## src/rtl/mem_issue_queue_pkg.sv

```systemverilog
// mem_issue_queue_pkg
//   Shared types for the memory issue queue: the queue entry payload
//   (MemIqEntrySt), the issued-op record (MemExeSt), the memory op class
//   encodings and the default queue depth.
package mem_issue_queue_pkg;

    localparam int unsigned MEM_IQ_DEPTH = 8;
    localparam int unsigned MEM_PREG_W   = 6;
    localparam int unsigned MEM_ROB_W    = 6;

    typedef enum logic [1:0] {
        MEM_LOAD  = 2'd0,
        MEM_STORE = 2'd1,
        MEM_CACOP = 2'd2
    } mem_oc_e;

    typedef struct packed {
        logic [MEM_PREG_W-1:0] psrc0;
        logic [MEM_PREG_W-1:0] psrc1;
        logic                  src0_ready;
        logic                  src1_ready;
        logic [31:0]           imm;
        mem_oc_e               mem_oc;
        logic [3:0]            code;
        logic [MEM_PREG_W-1:0] pdest;
        logic                  pdest_valid;
        logic [MEM_ROB_W-1:0]  rob_idx;
        logic                  llbit;
    } MemIqEntrySt;

    typedef struct packed {
        logic                  valid;
        logic [MEM_ROB_W-1:0]  rob_idx;
        logic [MEM_PREG_W-1:0] pdest;
        logic                  pdest_valid;
    } MemExeBaseSt;

    typedef struct packed {
        MemExeBaseSt base;
        mem_oc_e     mem_oc;
        logic [3:0]  code;
        logic [31:0] imm;
        logic [31:0] src0;
        logic [31:0] src1;
        logic        llbit;
    } MemExeSt;

endpackage

```

## src/rtl/mem_iq_entry.sv

```systemverilog
// mem_iq_entry
//   One issue-queue slot: payload, valid bit and two source-ready bits that
//   are set by matching wakeup broadcasts.
//   clk/rst/flush_i  : clock, sync active-high reset, sync flush
//   write_i, data_i  : load the slot from dispatch
//   clear_i          : slot issued, drop valid
//   wakeup_*_i       : result broadcast ports
//   valid_o, entry_o : current slot state
module mem_iq_entry
    import mem_issue_queue_pkg::*;
#(
    parameter int unsigned WAKEUP_PORTS = 4,
    parameter int unsigned PREG_W       = MEM_PREG_W
) (
    input  logic                                 clk,
    input  logic                                 rst,
    input  logic                                 flush_i,
    input  logic                                 write_i,
    input  logic                                 clear_i,
    input  MemIqEntrySt                          data_i,
    input  logic [WAKEUP_PORTS-1:0]              wakeup_valid_i,
    input  logic [WAKEUP_PORTS-1:0][PREG_W-1:0]  wakeup_preg_i,
    output logic                                 valid_o,
    output MemIqEntrySt                          entry_o
);

    logic        valid_q, valid_d;
    MemIqEntrySt ent_q, ent_d;

    function automatic logic woken(
        input logic [MEM_PREG_W-1:0]                psrc,
        input logic [WAKEUP_PORTS-1:0]              wv,
        input logic [WAKEUP_PORTS-1:0][PREG_W-1:0]  wp
    );
        logic hit;
        hit = 1'b0;
        for (int unsigned p = 0; p < WAKEUP_PORTS; p++) begin
            if (wv[p] && (wp[p] == PREG_W'(psrc))) hit = 1'b1;
        end
        return hit;
    endfunction

    always_comb begin
        valid_d = valid_q;
        ent_d   = ent_q;
        if (write_i) begin
            // psrc 0 is the hardwired zero register, never waited on
            valid_d          = 1'b1;
            ent_d            = data_i;
            ent_d.src0_ready = data_i.src0_ready || (data_i.psrc0 == '0) ||
                               woken(data_i.psrc0, wakeup_valid_i, wakeup_preg_i);
            ent_d.src1_ready = data_i.src1_ready || (data_i.psrc1 == '0) ||
                               woken(data_i.psrc1, wakeup_valid_i, wakeup_preg_i);
        end else if (valid_q) begin
            if (clear_i) begin
                valid_d          = 1'b0;
                ent_d.src0_ready = 1'b0;
                ent_d.src1_ready = 1'b0;
            end else begin
                ent_d.src0_ready = ent_q.src0_ready ||
                                   woken(ent_q.psrc0, wakeup_valid_i, wakeup_preg_i);
                ent_d.src1_ready = ent_q.src1_ready ||
                                   woken(ent_q.psrc1, wakeup_valid_i, wakeup_preg_i);
            end
        end
    end

    always_ff @(posedge clk) begin
        if (rst || flush_i) begin
            valid_q <= 1'b0;
            ent_q   <= '0;
        end else begin
            valid_q <= valid_d;
            ent_q   <= ent_d;
        end
    end

    assign valid_o = valid_q;
    assign entry_o = ent_q;

endmodule

```

## src/rtl/mem_issue_queue.sv

```systemverilog
// mem_issue_queue
//   In-order issue queue for load/store/cacop micro-ops. Entries wait in
//   program order until both sources are woken; the oldest one reads the
//   register file and is launched through a single output register.
//   clk, rst, flush_i          : clock, sync active-high reset, sync flush
//   dis_valid_i/dis_ready_o/dis_i : dispatch handshake and entry payload
//   wakeup_valid_i/wakeup_preg_i  : result broadcast ports
//   rf_raddr*_o / rf_rdata*_i     : head-entry register file read
//   exe_o / exe_ready_i           : issued op and downstream accept
module mem_issue_queue
    import mem_issue_queue_pkg::*;
#(
    parameter int unsigned DEPTH        = MEM_IQ_DEPTH,
    parameter int unsigned WAKEUP_PORTS = 4,
    parameter int unsigned PREG_W       = MEM_PREG_W
) (
    input  logic                                 clk,
    input  logic                                 rst,
    input  logic                                 flush_i,
    input  logic                                 dis_valid_i,
    output logic                                 dis_ready_o,
    input  MemIqEntrySt                          dis_i,
    input  logic [WAKEUP_PORTS-1:0]              wakeup_valid_i,
    input  logic [WAKEUP_PORTS-1:0][PREG_W-1:0]  wakeup_preg_i,
    output logic [PREG_W-1:0]                    rf_raddr0_o,
    output logic [PREG_W-1:0]                    rf_raddr1_o,
    input  logic [31:0]                          rf_rdata0_i,
    input  logic [31:0]                          rf_rdata1_i,
    output MemExeSt                              exe_o,
    input  logic                                 exe_ready_i
);

    localparam int unsigned IDX_W = $clog2(DEPTH);
    localparam int unsigned PTR_W = IDX_W + 1;

    logic [PTR_W-1:0] head_q, head_d, tail_q, tail_d;
    MemExeSt          exe_q, exe_d;

    MemIqEntrySt      ent [DEPTH];
    logic [DEPTH-1:0] ent_valid, ent_write, ent_clear;

    logic [IDX_W-1:0] head_idx, tail_idx;
    logic             empty, full, dis_fire, issue_fire;
    MemIqEntrySt      head_ent;

    assign head_idx = head_q[IDX_W-1:0];
    assign tail_idx = tail_q[IDX_W-1:0];
    assign empty    = (head_q == tail_q);
    assign full     = (head_idx == tail_idx) && (head_q[IDX_W] != tail_q[IDX_W]);

    assign dis_ready_o = ~full;
    assign dis_fire    = dis_valid_i && !full;

    assign head_ent    = ent[head_idx];
    assign rf_raddr0_o = PREG_W'(head_ent.psrc0);
    assign rf_raddr1_o = PREG_W'(head_ent.psrc1);

    assign issue_fire = !empty && ent_valid[head_idx] &&
                        head_ent.src0_ready && head_ent.src1_ready &&
                        (!exe_q.base.valid || exe_ready_i);

    always_comb begin
        ent_write = '0;
        ent_clear = '0;
        for (int unsigned i = 0; i < DEPTH; i++) begin
            ent_write[i] = dis_fire   && (tail_idx == IDX_W'(i));
            ent_clear[i] = issue_fire && (head_idx == IDX_W'(i));
        end
    end

    for (genvar g = 0; g < DEPTH; g++) begin : g_ent
        mem_iq_entry #(
            .WAKEUP_PORTS (WAKEUP_PORTS),
            .PREG_W       (PREG_W)
        ) u_ent (
            .clk            (clk),
            .rst            (rst),
            .flush_i        (flush_i),
            .write_i        (ent_write[g]),
            .clear_i        (ent_clear[g]),
            .data_i         (dis_i),
            .wakeup_valid_i (wakeup_valid_i),
            .wakeup_preg_i  (wakeup_preg_i),
            .valid_o        (ent_valid[g]),
            .entry_o        (ent[g])
        );
    end

    always_comb begin
        head_d = head_q;
        tail_d = tail_q;
        exe_d  = exe_q;
        if (dis_fire)   tail_d = tail_q + 1'b1;
        if (issue_fire) begin
            head_d                = head_q + 1'b1;
            exe_d.base.valid      = 1'b1;
            exe_d.base.rob_idx    = head_ent.rob_idx;
            exe_d.base.pdest      = head_ent.pdest;
            exe_d.base.pdest_valid= head_ent.pdest_valid;
            exe_d.mem_oc          = head_ent.mem_oc;
            exe_d.code            = head_ent.code;
            exe_d.imm             = head_ent.imm;
            exe_d.src0            = rf_rdata0_i;
            exe_d.src1            = rf_rdata1_i;
            exe_d.llbit           = head_ent.llbit;
        end else if (exe_ready_i) begin
            exe_d = '0;
        end
    end

    always_ff @(posedge clk) begin
        if (rst || flush_i) begin
            head_q <= '0;
            tail_q <= '0;
            exe_q  <= '0;
        end else begin
            head_q <= head_d;
            tail_q <= tail_d;
            exe_q  <= exe_d;
        end
    end

    assign exe_o = exe_q;

endmodule

```

## config.mk

```make
export PLATFORM = sky130hd
export DESIGN_NAME = mem_issue_queue
export DESIGN_NICKNAME = d
export VERILOG_FILES = /design/src/rtl/mem_issue_queue_pkg.sv /design/src/rtl/mem_iq_entry.sv /design/src/rtl/mem_issue_queue.sv
export SDC_FILE = /design/constraint.sdc
export NUM_CORES = 2
export LEC_CHECK = 0
export ABC_CLOCK_PERIOD_IN_PS = 3300
export CORE_ASPECT_RATIO = 1.2
export CORE_MARGIN = 3
export CORE_UTILIZATION = 30
export DETAILED_ROUTE_END_ITERATION = 10
export GPL_ROUTABILITY_DRIVEN = 0
export PLACE_DENSITY = 0.55
export SKIP_CTS_REPAIR_TIMING = 1
export SYNTH_ARGS = -nofsm -noshare
export SYNTH_HDL_FRONTEND = slang
export SYNTH_SLANG_ARGS = --single-unit
```

## constraint.sdc

```tcl
create_clock -name clk -period 3.3 [get_ports clk]
set_clock_uncertainty 0.2 [all_clocks]
set_input_delay 0.99 -clock clk [delete_from_list [all_inputs] [get_ports clk]]
set_output_delay 0.99 -clock clk [all_outputs]
set_load 0.02 [all_outputs]
```

# After elaboration in Yosys (flattened, before gate mapping)
# Cells that the tools add are included.
# Widths: inputs -> output; s select.
# classes
addsub,2
n_mul,0
n_div,0
n_lt_le_gt_ge,2
n_eq_ne,89
n_shift,0
n_mux,191
bitwise,2
reduce_logical,146
# ops
operator,n
$eq 6x6->1,72
$mux 117,2
$bmux 66 s3,1
$mux 1,161
$mux 66,2
$logic_and 1x1->1,94
$mux 2,24
$logic_or 1x1->1,36
$eq 3x3->1 const B,8
$reduce_bool 2->1,9
$eq 3x2->1 const B,4
$logic_not 6->1,2
$add 4x1->4 const B,2
$eq 3x1->1 const B,2
$logic_not 3->1,2
$eq 4x4->1,1
$ge 4x4->1 const B,1
$lt 3x4->1 const B,1
$not 3->4,1
$bmux 1 s3,1
$eq 3x3->1,1
$logic_not 1->1,3
$ne 1x1->1,1
$not 1->1,1
# word_totals
ff_bits,661
latchBits,0
ram_bits,0
rom_bits,0
in_bits,163
n_memories,0

# Depth between registers and ports, before layout
# logic_depth
depth_word,15
mapped_depth,10

# Modules after synthesis
# A second synthesis with hierarchy kept.
# unflattened
hier_cells,4210
area_unflattened_um2,39103.8
# modules_own_cells
mod,n_inst,cells_per_inst,area_each_um2,seq_area_each_um2
mem_iq_entry,8,400,3682.3,1341.3
mem_issue_queue,1,1010,9645.5,2502.4

# Least setup slack after synthesis
# Ideal clock, no wire load.
# synth_timing
path_kind,register to output
from,reg head_q[0]
to,out rf_raddr0_o[0]
arrival_ns,1.910
required_time_ns,2.110
slack_ns,0.200
stages_incl_launch_ff,9
cell_sequence,dfxtp_1 -> buf_4 -> buf_4 -> buf_2 -> buf_2 -> buf_4 -> mux4_2 -> nand2_1 -> nand2_1
# synth_via
elab_chain_len,4
# synth_lines
item,line,rtl
from (decl),mem_issue_queue.sv:36,"logic [PTR_W-1:0] head_q, head_d, tail_q, tail_d;"
from (signal assigned),mem_issue_queue.sv:113,head_q <= '0;
from (signal assigned),mem_issue_queue.sv:117,head_q <= head_d;
$not 3->4 (not written as such),mem_issue_queue.sv:54,assign head_ent = ent[head_idx];
$bmux 66 s3,mem_issue_queue.sv:54,
$mux 66 (not written as such) (2 in a row),mem_issue_queue.sv:54,
to (decl),mem_issue_queue.sv:25,"output logic [PREG_W-1:0] rf_raddr0_o,"
# Every way passes these cells. The select of a mux whose other input is x is not followed.

# Worst setup path in the final report
# layout_timing
from,reg head_q[0]
to,out rf_raddr1_o[0]
# layout_via
elab_chain_len,4
# layout_lines
item,line,rtl
$not 3->4 (not written as such),mem_issue_queue.sv:54,
$bmux 66 s3,mem_issue_queue.sv:54,
$mux 66 (not written as such) (2 in a row),mem_issue_queue.sv:54,
to (decl),mem_issue_queue.sv:26,"output logic [PREG_W-1:0] rf_raddr1_o,"
# Every way passes these cells. The select of a mux whose other input is x is not followed.

==> metrics.txt <==
Tmin final=3.374 ns; fin util=37.72%; PnR worst setup slack=-0.07435 ns; FMAX=0.2964 GHz; Critical Path Start Type=flip-flop; Clock Sinks=661; initial antenna violation count=15; peak supply drop=359.4 uV; Finished Layout Cells=5843; most common cell after layout, fill and taps aside=nand2_1; # rows=133; CTS tree=built; die height=371.8 um; Syn Area/Cell=8.092 um^2; RSZ-0062 raised after global routing=yes; die area=0.1155 mm^2; Reg clk slew, reported paths=0.06 ns; Setup crit end kind=primary output; worst-margin pin slew=0.9902 ns; total CTS buffers=74; Vias=29427; DR WL/cell=20.66 um; Total Nets Final=4475; Post-synth ARST share=0%; clk_lat worst skew=0.64 ns; final total power=17.90 mW; pre-CTS WS=-0.001034 ns; critical path type=reg -> out; Mapped Area=0.03344 mm^2; DP Wirelength=77870 um; crit-path max FO=7; placed inst area=0.03878 mm^2; layout cell share with drive strength beyond 1=13.61%; largest net degree at the start of global routing=128; die width=310.8 um; # fillers=11199; first-pass GRT wire length=181600 um; Slew HR=33.99%; Cells after Synth=4133; EDFF count, synth=0; Iteration-0 DRC Markers=2690; vias per cell=5.036; Pleak=13.74 nW; I/O Pins=293; ys flop type=dfxtp_1; vias in the first global route=28656; Synth Warn #=0; HP Class=reg -> reg; starting density of the core=30.36%; design area=0.04155 mm^2; DRT Wirelength=120700 um; root buffer cell=clkbuf_16; Yosys top cell area share=39.57%; most frequent cells in the layout=nand2_1, dfxtp_1, a21oi_1; First-pass DRT Iterations=8; clk buf depth=3; largest area contributor in the netlist=dfxtp_1; CTS H-tree depth=3; register area share after synthesis=39.57%; GRT overflow=0; Final setup viols=7; WHS=0.2504 ns; Final Hold Vio Count=0; Worst EP arrival=2.18 ns; Period Utilization, post-route=102.3%; synthesized flop and latch total=661; Placed Cells=5680; Pwr Density=430.9 mW/mm^2; fin. max-slew vios=0; status=finished with violations; distinct cell type count after synthesis=45; total of max-cap violations=0; I/O Buffers=292; Synthesized Nets=4308; DRC=0; Antenna Nets Post-Route=0; CP Data Required Time=2.11 ns; core footprint=0.1102 mm^2; failing checks=setup timing; final setup TNS=-0.3554 ns; total global routing track utilization=20.11%; synthesis-to-layout area growth=24.24%; synth top area cells=dfxtp_1, nand2_1, a21oi_1, mux4_2, xnor2_1
[cell families after synthesis]
kind of cell / after synthesis / synth area share, %
AND/OR/NAND/NOR: 1683 / 21.79
XOR/XNOR: 438 / 11.54
flip-flops: 661 / 39.57
multiplexers: 128 / 8.620
AO/OA/AOI/OAI: 706 / 11.03
buffers and inverters: 505 / 7.015
adder cells (fa/ha/maj): 12 / 0.4489
[flip-flops by register name, indices dropped and copies added, names as in the netlist]
| register | cells |
|---|---|
| tail_q | 4 |
| g_ent.u_ent.valid_o | 8 |
| g_ent.u_ent.entry_o | 528 |
| exe_o | 117 |
| head_q | 4 |
[cell usage after synthesis (11+ instances only)]
library cell and n:
clkbuf_1 234, o41ai_1 11, buf_2 186, buf_1 16
mux4_2 128, nor2_1 22, nand3_1 16, o31ai_1 12
a21oi_1 640, nand2b_1 11, dfxtp_1 661, o21ai_0 15
ha_1 12, buf_4 54, inv_1 12, xnor2_1 238
nor4_1 59, nand3b_1 116, nand4_1 78, xor2_1 197
nand2_1 1343
[path summary, 6_finish.rpt]
| path | from | endpoint | slack, ns | depth (start not counted) |
|---|---|---|---|---|
| max | head_q[0] | rf_raddr1_o[0] | -0.07 | 6 |
| min | g_ent[2].u_ent.entry_o[13] | g_ent[2].u_ent.entry_o[13] | 0.25 | 2 |
| max reg2reg | head_q[0] | head_q[3] | 0.21 | 11 |
| min reg2reg | g_ent[2].u_ent.entry_o[13] | g_ent[2].u_ent.entry_o[13] | 0.25 | 2 |
[area by class of cell]
class	instances	area [um^2]	area share, %
multi-input cells	2967	18070	43.50
flip-flops and latches	661	13240	31.88
repair buffers	583	5889	14.17
clock buffers	106	2155	5.186
well taps	1485	1858	4.472
clock inverters	21	264.0	0.6354
inverters	13	50.05	0.1205
diodes	7	17.52	0.04216
[worst max-delay path, cell delays in order, from the launching register on]
cell	delay [ns]
dfxtp_4	0.42
buf_4	0.14
buf_4	0.10
mux4_2	0.53
nand2_2	0.13
nand2_4	0.09
buf_6	0.14
[power by group]
part / internal, mW / switching [mW]
clock network: 4.87 / 3.48
logic: 0.632 / 0.868
registers: 8.02 / 0.0374
[layer usage]
metal	global-route usage, %	share of wire, %	up-vias
li1	-	-	13999
met1	25.54	42	14216
met2	34.40	48	974
met3	3.333	6.6	226
met4	7.261	3.3	12
met5	0	0.071	-
(Power assumes the default switching activity.)
